`src/rtl/hit_response_ctrl_pkg.sv`:
```
// rtl/hit_response_ctrl_pkg.sv - shared game state encoding and sprite geometry
package hit_response_ctrl_pkg;

  typedef enum logic [2:0] {
    ST_IDLE    = 3'd0,
    ST_PLAY    = 3'd1,
    ST_EXPLODE = 3'd2,
    ST_INVULN  = 3'd3,
    ST_OVER    = 3'd4
  } game_state_e;

  localparam int SPRITE_SIZE = 50;

  // Counter width shared by every frame-paced timer in the game.
  localparam int FRAME_CNT_W = 8;

endpackage

```
`src/rtl/hit_response_ctrl_frame_counter.sv`:
```
// rtl/hit_response_ctrl_frame_counter.sv - counts frame ticks up to a load value
// and pulses done on the tick that completes the count, then restarts from zero.
module hit_response_ctrl_frame_counter
  import hit_response_ctrl_pkg::*;
#(
  parameter int W = FRAME_CNT_W
) (
  input  logic         clk,
  input  logic         rst,
  input  logic         clr,
  input  logic         tick,
  input  logic [W-1:0] load,
  output logic         done
);

  logic [W-1:0] cnt_q;
  logic [W-1:0] cnt_d;

  always_comb begin
    cnt_d = cnt_q;
    done  = 1'b0;
    if (clr) begin
      cnt_d = '0;
    end else if (tick) begin
      if (cnt_q == load - W'(1)) begin
        cnt_d = '0;
        done  = 1'b1;
      end else begin
        cnt_d = cnt_q + W'(1);
      end
    end
  end

  always_ff @(posedge clk or negedge rst) begin
    if (!rst) begin
      cnt_q <= '0;
    end else begin
      cnt_q <= cnt_d;
    end
  end

endmodule

```
`src/rtl/hit_response_ctrl.sv`:
```
// rtl/hit_response_ctrl.sv - turns collision edges into lives, enemy kill,
// explosion animation, invulnerability blink and game over.
module hit_response_ctrl
  import hit_response_ctrl_pkg::*;
#(
  parameter int LIVES         = 3,
  parameter int EXPLODE_STEPS = 8,
  parameter int STEP_FRAMES   = 4,
  parameter int INVULN_FRAMES = 60,
  parameter int BLINK_FRAMES  = 8
) (
  input  logic       clk,
  input  logic       rst,
  input  logic       frame_tick,
  input  logic       game_start,
  input  logic       collision,
  output logic [2:0] lives,
  output logic       mp_exist,
  output logic       mp_visible,
  output logic       ep_kill,
  output logic       exploding,
  output logic [2:0] explode_idx,
  output logic       game_over
);

  localparam int CW = FRAME_CNT_W;

  game_state_e state_q, state_d;
  logic [2:0]  lives_q, lives_d;
  logic        mp_exist_q, mp_exist_d;
  logic        mp_visible_q, mp_visible_d;
  logic        ep_kill_q, ep_kill_d;
  logic        exploding_q, exploding_d;
  logic [2:0]  explode_idx_q, explode_idx_d;
  logic        game_over_q, game_over_d;
  logic        coll_q;

  logic hit_evt;
  logic step_clr, step_done;
  logic inv_clr, inv_done;
  logic blink_done;

  assign hit_evt = collision & ~coll_q;

  // Timers only run in their own state; leaving the state or restarting clears them.
  assign step_clr = game_start | (state_q != ST_EXPLODE);
  assign inv_clr  = game_start | (state_q != ST_INVULN);

  hit_response_ctrl_frame_counter #(.W(CW)) u_step_cnt (
    .clk  (clk),
    .rst  (rst),
    .clr  (step_clr),
    .tick (frame_tick),
    .load (CW'(STEP_FRAMES)),
    .done (step_done)
  );

  hit_response_ctrl_frame_counter #(.W(CW)) u_inv_cnt (
    .clk  (clk),
    .rst  (rst),
    .clr  (inv_clr),
    .tick (frame_tick),
    .load (CW'(INVULN_FRAMES)),
    .done (inv_done)
  );

  hit_response_ctrl_frame_counter #(.W(CW)) u_blink_cnt (
    .clk  (clk),
    .rst  (rst),
    .clr  (inv_clr),
    .tick (frame_tick),
    .load (CW'(BLINK_FRAMES)),
    .done (blink_done)
  );

  always_comb begin
    state_d       = state_q;
    lives_d       = lives_q;
    mp_exist_d    = mp_exist_q;
    mp_visible_d  = mp_visible_q;
    ep_kill_d     = 1'b0;
    exploding_d   = exploding_q;
    explode_idx_d = explode_idx_q;
    game_over_d   = game_over_q;

    if (game_start) begin
      state_d       = ST_PLAY;
      lives_d       = 3'(LIVES);
      mp_exist_d    = 1'b1;
      mp_visible_d  = 1'b1;
      exploding_d   = 1'b0;
      explode_idx_d = 3'd0;
      game_over_d   = 1'b0;
    end else begin
      case (state_q)
        ST_PLAY: begin
          if (hit_evt) begin
            state_d       = ST_EXPLODE;
            lives_d       = (lives_q == 3'd0) ? 3'd0 : lives_q - 3'd1;
            ep_kill_d     = 1'b1;
            mp_exist_d    = 1'b0;
            mp_visible_d  = 1'b0;
            exploding_d   = 1'b1;
            explode_idx_d = 3'd0;
          end
        end
        ST_EXPLODE: begin
          if (step_done) begin
            if (explode_idx_q == 3'(EXPLODE_STEPS - 1)) begin
              exploding_d   = 1'b0;
              explode_idx_d = 3'd0;
              if (lives_q == 3'd0) begin
                state_d     = ST_OVER;
                game_over_d = 1'b1;
              end else begin
                state_d      = ST_INVULN;
                mp_exist_d   = 1'b1;
                mp_visible_d = 1'b1;
              end
            end else begin
              explode_idx_d = explode_idx_q + 3'd1;
            end
          end
        end
        ST_INVULN: begin
          mp_exist_d = 1'b1;
          if (inv_done) begin
            state_d      = ST_PLAY;
            mp_visible_d = 1'b1;
          end else if (blink_done) begin
            mp_visible_d = ~mp_visible_q;
          end
        end
        default: begin
        end
      endcase
    end
  end

  always_ff @(posedge clk or negedge rst) begin
    if (!rst) begin
      state_q       <= ST_IDLE;
      lives_q       <= 3'd0;
      mp_exist_q    <= 1'b0;
      mp_visible_q  <= 1'b0;
      ep_kill_q     <= 1'b0;
      exploding_q   <= 1'b0;
      explode_idx_q <= 3'd0;
      game_over_q   <= 1'b0;
      coll_q        <= 1'b0;
    end else begin
      state_q       <= state_d;
      lives_q       <= lives_d;
      mp_exist_q    <= mp_exist_d;
      mp_visible_q  <= mp_visible_d;
      ep_kill_q     <= ep_kill_d;
      exploding_q   <= exploding_d;
      explode_idx_q <= explode_idx_d;
      game_over_q   <= game_over_d;
      coll_q        <= collision;
    end
  end

  assign lives       = lives_q;
  assign mp_exist    = mp_exist_q;
  assign mp_visible  = mp_visible_q;
  assign ep_kill     = ep_kill_q;
  assign exploding   = exploding_q;
  assign explode_idx = explode_idx_q;
  assign game_over   = game_over_q;

endmodule

```
`config.mk`:
```
export PLATFORM = sky130hd
export DESIGN_NAME = hit_response_ctrl
export DESIGN_NICKNAME = d
export VERILOG_FILES = /design/src/rtl/hit_response_ctrl_pkg.sv /design/src/rtl/hit_response_ctrl_frame_counter.sv /design/src/rtl/hit_response_ctrl.sv
export SDC_FILE = /design/constraint.sdc
export NUM_CORES = 1
export LEC_CHECK = 0
export BUFFER_PORTS_ARGS = -buffer_cell sky130_fd_sc_hd__buf_2
export CELL_PAD_IN_SITES_DETAIL_PLACEMENT = 1
export CELL_PAD_IN_SITES_GLOBAL_PLACEMENT = 1
export CORE_AREA = 2 2 73 92
export CTS_BUF_LIST = sky130_fd_sc_hd__clkbuf_8
export CTS_CLUSTER_DIAMETER = 150
export DETAILED_ROUTE_END_ITERATION = 7
export DIE_AREA = 0 0 75 94
export PLACE_DENSITY_LB_ADDON = 0.1
export SLEW_MARGIN = 25
export SYNTH_ARGS = -nofsm -noshare
export SYNTH_HDL_FRONTEND = slang
export SYNTH_HIERARCHICAL = 1
export SYNTH_SLANG_ARGS = --single-unit
```
`constraint.sdc`:
```
create_clock -name clk -period 3.41 [get_ports clk]
set_clock_uncertainty 0.2 [all_clocks]
set_input_delay 0.341 -clock clk [delete_from_list [all_inputs] [get_ports clk]]
set_output_delay 0.341 -clock clk [all_outputs]
set_load 0.03 [all_outputs]
```
* After elaboration in Yosys (flattened, before gate mapping)
Cells that the tools add are included.
Word-level totals: bits of input ports 5, output and inout port bits 11, bits in registers 39
Operators by class: bitwise operators 5, multiplexer cells 57, $add $sub $neg 5, reduce and logical (&&, ||, !) cells 18, equality and inequality tests 15
Operator list (number):
- $mux 8 | 9
- $mux 3 | 14
- $mux 1 | 29
- $add 8x1->8 const B | 3
- $reduce_bool 2->1 | 8
- $ne 3x3->1 const B | 5
- $reduce_and 5->1 | 2
- $pmux 3 s3 | 1
- $eq 8x2->1 const B | 1
- $eq 8x3->1 const B | 1
- $eq 8x6->1 const B | 1
- $reduce_and 4->1 | 2
- $eq 3x2->1 const B | 2
- $ne 3x2->1 const B | 2
- $pmux 1 s3 | 2
- $pmux 3 s2 | 1
- $reduce_and 6->1 | 1
- $ne 4x4->1 const B | 1
- $reduce_bool 4->1 | 1
- $add 3x1->3 const B | 1
- $eq 3x1->1 const B | 1
- $eq 3x3->1 const B | 1
- $logic_not 3->1 | 1
- $reduce_and 3->1 | 1
- other kinds (7) | 9

* Logic depth before layout (Yosys ltp)
depth in word-level cells 8, gate-level depth with buffers 11, gate-level depth less buffers 11

* By module
The synthesis kept the hierarchy.
Modules (own cells, without submodules):
- hit_response_ctrl_frame_counter | cells an instance 84, seq. area each 200.2 um2, instances 3, area an instance 714.4 um2
- hit_response_ctrl | cells an instance 84, seq. area each 375.4 um2, instances 1, area an instance 807.0 um2

* Worst setup path after synthesis
OpenSTA, ideal clock, no wires.
path kind flip-flop to flip-flop, start point register u_step_cnt.cnt_q[5], end point register explode_idx_q[0] (netlist: explode_idx[0]), setup time 0.125 ns, clock period less this slack 2.691 ns, cell stages (with the launch flop) 10, arrival 2.367 ns, slack 0.719 ns, buffers on the path 1, required time 3.085 ns, cells stage by stage dfrtp_1 -> clkbuf_1 -> or2_1 -> a221oi_1 -> a211oi_1 -> a211oi_4 -> and3b_1 -> nand4bb_1 -> o311ai_1 -> mux2_2
Between the ends: longest elaborated chain between the ends 6
Ends and longest elaborated chain:
- start, declared | RTL line hit_response_ctrl_frame_counter.sv:16 | logic [W-1:0] cnt_q;
- start signal, assigned | RTL line hit_response_ctrl_frame_counter.sv:38 | cnt_q <= cnt_d;
- $eq 8x2->1 | RTL line hit_response_ctrl_frame_counter.sv:25 | if (cnt_q == load - W'(1)) begin
- $mux 1 | RTL line hit_response_ctrl_frame_counter.sv:25
- $mux 1 | RTL line hit_response_ctrl_frame_counter.sv:24 | end else if (tick) begin
- $mux 1 | RTL line hit_response_ctrl_frame_counter.sv:22 | if (clr) begin
- named net step_done | RTL line hit_response_ctrl.sv:39 | logic step_clr, step_done;
- $ne 3x3->1 (no source line)
- $reduce_and 3->1 (no source line)
- end signal, assigned | RTL line hit_response_ctrl.sv:158 | explode_idx_q <= explode_idx_d;
- end, declared | RTL line hit_response_ctrl.sv:34 | logic [2:0] explode_idx_q, explode_idx_d;
The timed path passes the listed nets, and every way through them passes these cells. A chain may end at the register's enable or synchronous reset.

* Worst setup path after layout
Ends and elaborated chain as after synthesis.

==> key figures <==
Timing
  • Hold Fails Final Rpt: 0
  • Fin crit share: 0.8181
  • Worst slew pin tran: 0.9168 ns
  • Setup TNS: 0 ns
  • Tmin final: between 2 and 3 ns
  • Max Clk Rate: 0.3585 GHz
  • RSZ-0062 raised after global routing: false
  • Rel. slew slack: 0.3888
  • Slew Viols, Final: 0
  • Final setup viols: 0

Worst setup path
  • Crit. Startpoint: u_step_cnt/cnt_q[5]
  • CP arrival: 2.77 ns
  • Reg-to-reg startpoint: u_step_cnt/cnt_q[5]
  • Worst-path fanout max: 10
  • Worst Setup End Kind: flop
  • Data required time of the critical path: roughly 3.4 ns
  • Kind of critical path: flop to flop
  • CP Launch Type: flop

Placement
  • Placed cell count: 524
  • Placed inst area: roughly 0.0035 sq mm
  • # port buffers: 15
  • Final GP Congestion: 0.8213
  • DPL Wire Length: about 5100 microns

Yosys
  • Largest family of logic cells by synthesized area: simple AND/OR/NAND/NOR gates
  • Synthesis warning total: 6
  • #FFs+latches synth: 39
  • Post-synthesis compound-gate area fraction: 0.2366
  • Post-Synth Adder-Cell Area: 0.03393
  • Mux share of post-synthesis cell area: 0.01399
  • Post-synthesis xor/xnor area fraction: 0.06234
  • Syn Area/Cell: 8.781 sq um
  • Synth top area cells: dfrtp_1, a2111oi_0, and3_1, nor2_1, xor2_1
  • Ys async rst share: 1.000
  • Synth Cell Area: around 0.003 sq mm
  • EDFF count, synth: 0
  • Area share of the largest cell type after synthesis: 0.3308
  • Cells after Synth: 336
  • Cell variety after synth: 53
  • Area leader, netlist: dfrtp_1
  • Simple-Gate Fraction of Synth Area: 0.2727
  • Top FF cell, synth: dfrtp_1
  • Sequential fraction of the synthesis area: 0.3308

Clocking
  • Setup bufs post-CTS: 0
  • Num CTS Buffers: 5
  • Clk sinks: 39
  • Skew-Pair Late Insertion Delay: 0.30 ns
  • Clock-pin slew on the worst setup and hold paths: 0.08 ns
  • Post-cts resize count: 0
  • CTS Buffer Depth: 2
  • Htree depth: 2
  • Root Driver: clkbuf_8
  • CTS tree: yes

Power
  • Peak supply drop: 0.0002670 V
  • Final Total Pwr: roughly 1.1 mW
  • PwrDens: between 300 and 400 mW/mm^2
  • Leakage: 1.686 nW

Global route
  • Vias in the first global route: 2929
  • Total GRT Usage: 0.2432
  • Largest net degree at the start of global routing: 40
  • Global-route wire length before repair: roughly 14000 microns
  • Initial antenna violation count: 0
  • Grt ovf: 0

Route
  • Total number of vias: roughly 2800
  • Vias per cell: 5.316
  • Initial DRT Pass Iterations: 4
  • Number of remaining DRC errors: 0
  • Starting DRT DRC Count: 148
  • Final ANT Viol Nets: 0
  • Wire per inst: 14.30 microns
  • Final wirelength: 7636 microns

Die
  • Core ar.: 0.006126 sq mm
  • Initial Utilization: 0.4816
  • Row count: 32
  • Die X: around 75 microns
  • Die Y: 94 microns
  • Total I/O pin count: 16
  • DIE AREA: 0.007050 sq mm

Layout
  • NumNets Final: 461
  • Layout cells sized above 1: 0.07350
  • Syn-to-layout area delta: 22.52%
  • Fin area: 0.003615 sq mm
  • Final core occ: 0.5901
  • Finished Layout Cells: 534
  • Antenna Cells: 0

Min path
  • Worst hold path startpoint: game_start
  • Hold WC Path Type: input port to flop

Job
  • Max-Cap Viols: 0

Status
  • Status: finished, final reports clean
[what timing repair did]
| action | CTS | global route |
|---|---|---|
| hold buffers | 2 | 0 |
| hold endpoints to repair | 32 | 0 |
| setup endpoints to repair | 0 | 0 |
[kinds of logic after synthesis]
kind of cell             after synthesis
XOR/XNOR                              21
multiplexers                           4
AND/OR/NAND/NOR                      137
buffers and inverters                 36
adder cells (fa/ha/maj)                8
other                                  2
flip-flops                            39
AO/OA/AOI/OAI                         89
[sequential cells by signal, summed over array words and instances (netlist names)]
name / cells
state_q: 3
u_inv_cnt/cnt_q: 8
u_blink_cnt/cnt_q: 8
exploding: 1
u_step_cnt/cnt_q: 8
mp_visible: 1
game_over: 1
mp_exist: 1
lives: 3
coll_q: 1
explode_idx: 3
ep_kill: 1
[path summary, 6_finish.rpt]
check	to	slack, ns	depth (start not counted)
worst max-delay path	explode_idx[0]	0.62	8
worst min-delay path	state_q[1]	0.14	2
worst max register to register	explode_idx[0]	0.62	8
worst min register to register	exploding	0.28	1
max in group asynchronous	u_step_cnt/cnt_q[4]	1.91	2
min in group asynchronous	u_inv_cnt/cnt_q[4]	0.53	2
[critical path, stage by stage (launching register included)]
cell,delay [ns]
dfrtp_1,0.46
or2_1,0.25
a221oi_1,0.24
a211oi_1,0.12
a211oi_4,0.29
and3b_1,0.29
nand4bb_1,0.16
o311ai_1,0.25
mux2_2,0.40
[cell usage after synthesis, types with 4 or more instances]
| master | instances |
|---|---|
| inv_1 | 19 |
| nand2b_1 | 5 |
| o21ai_0 | 15 |
| nand3_1 | 15 |
| xnor2_1 | 9 |
| nand3b_1 | 7 |
| dfrtp_1 | 39 |
| a21oi_1 | 11 |
| nand2_1 | 10 |
| clkbuf_1 | 14 |
| nor2b_1 | 5 |
| nor3_1 | 13 |
| and3b_1 | 6 |
| ha_1 | 8 |
| a211oi_1 | 4 |
| nor2_1 | 28 |
| and3_1 | 18 |
| or3b_1 | 4 |
| xor2_1 | 12 |
| a2111oi_0 | 18 |
| o31ai_1 | 5 |
| o32ai_1 | 4 |
[metal layers]
layer	GRT usage	wire length, microns
met1	0.2948	3288
met2	0.4386	4078
met3	0.03433	152
met4	0.06548	116
met5	0	0
[stage by stage]
stage / hold WS, ns / worst slack [ns]
3_5_place_dp: 0.2611 / 0.6642
4_1_cts: 0.1314 / 0.6215
6_report: 0.1376 / 0.6204
3_3_place_gp: 0.2639 / 0.7444
5_1_grt: 0.1540 / 0.3751
2_1_floorplan: -0.1546 / 0.7185
[power breakdown]
part / switching, mW / internal [mW]
sequential: 0.0296 / 0.480
combinational: 0.153 / 0.0785
clock: 0.166 / 0.237
[final cells by class]
cell class / instances / area [sq um]
clock inverter: 2 / 35.03
timing repair buffer: 22 / 132.6
fill: 799 / 2511
sequential: 39 / 975.9
clock buffer: 6 / 82.58
tap: 85 / 106.4
inverter: 19 / 71.32
multi-input combinational: 361 / 2211
[cell usage in the layout, fill, tap and decap left out, types with 4 or more instances in the layout]
| cell type | synthesis | layout |
|---|---|---|
| conb_1 | 2 | 102 |
| dfrtp_1 | 39 | 39 |
| nor2_1 | 28 | 28 |
| inv_1 | 19 | 19 |
| and3_1 | 18 | 18 |
| a2111oi_0 | 18 | 18 |
| nand3_1 | 15 | 15 |
| o21ai_0 | 15 | 15 |
| buf_2 | 2 | 15 |
| nor3_1 | 13 | 13 |
| xor2_1 | 12 | 12 |
| a21oi_1 | 11 | 11 |
| nand2_1 | 10 | 10 |
| xnor2_1 | 9 | 9 |
| ha_1 | 8 | 8 |
| nand3b_1 | 7 | 7 |
| clkbuf_8 | 0 | 6 |
| and3b_1 | 6 | 6 |
| nand2b_1 | 5 | 5 |
| nor2b_1 | 5 | 5 |
| o31ai_1 | 5 | 5 |
| buf_4 | 0 | 5 |
| or3b_1 | 4 | 4 |
| o32ai_1 | 4 | 4 |
| a211oi_1 | 4 | 4 |
(Power assumes the default switching activity.)
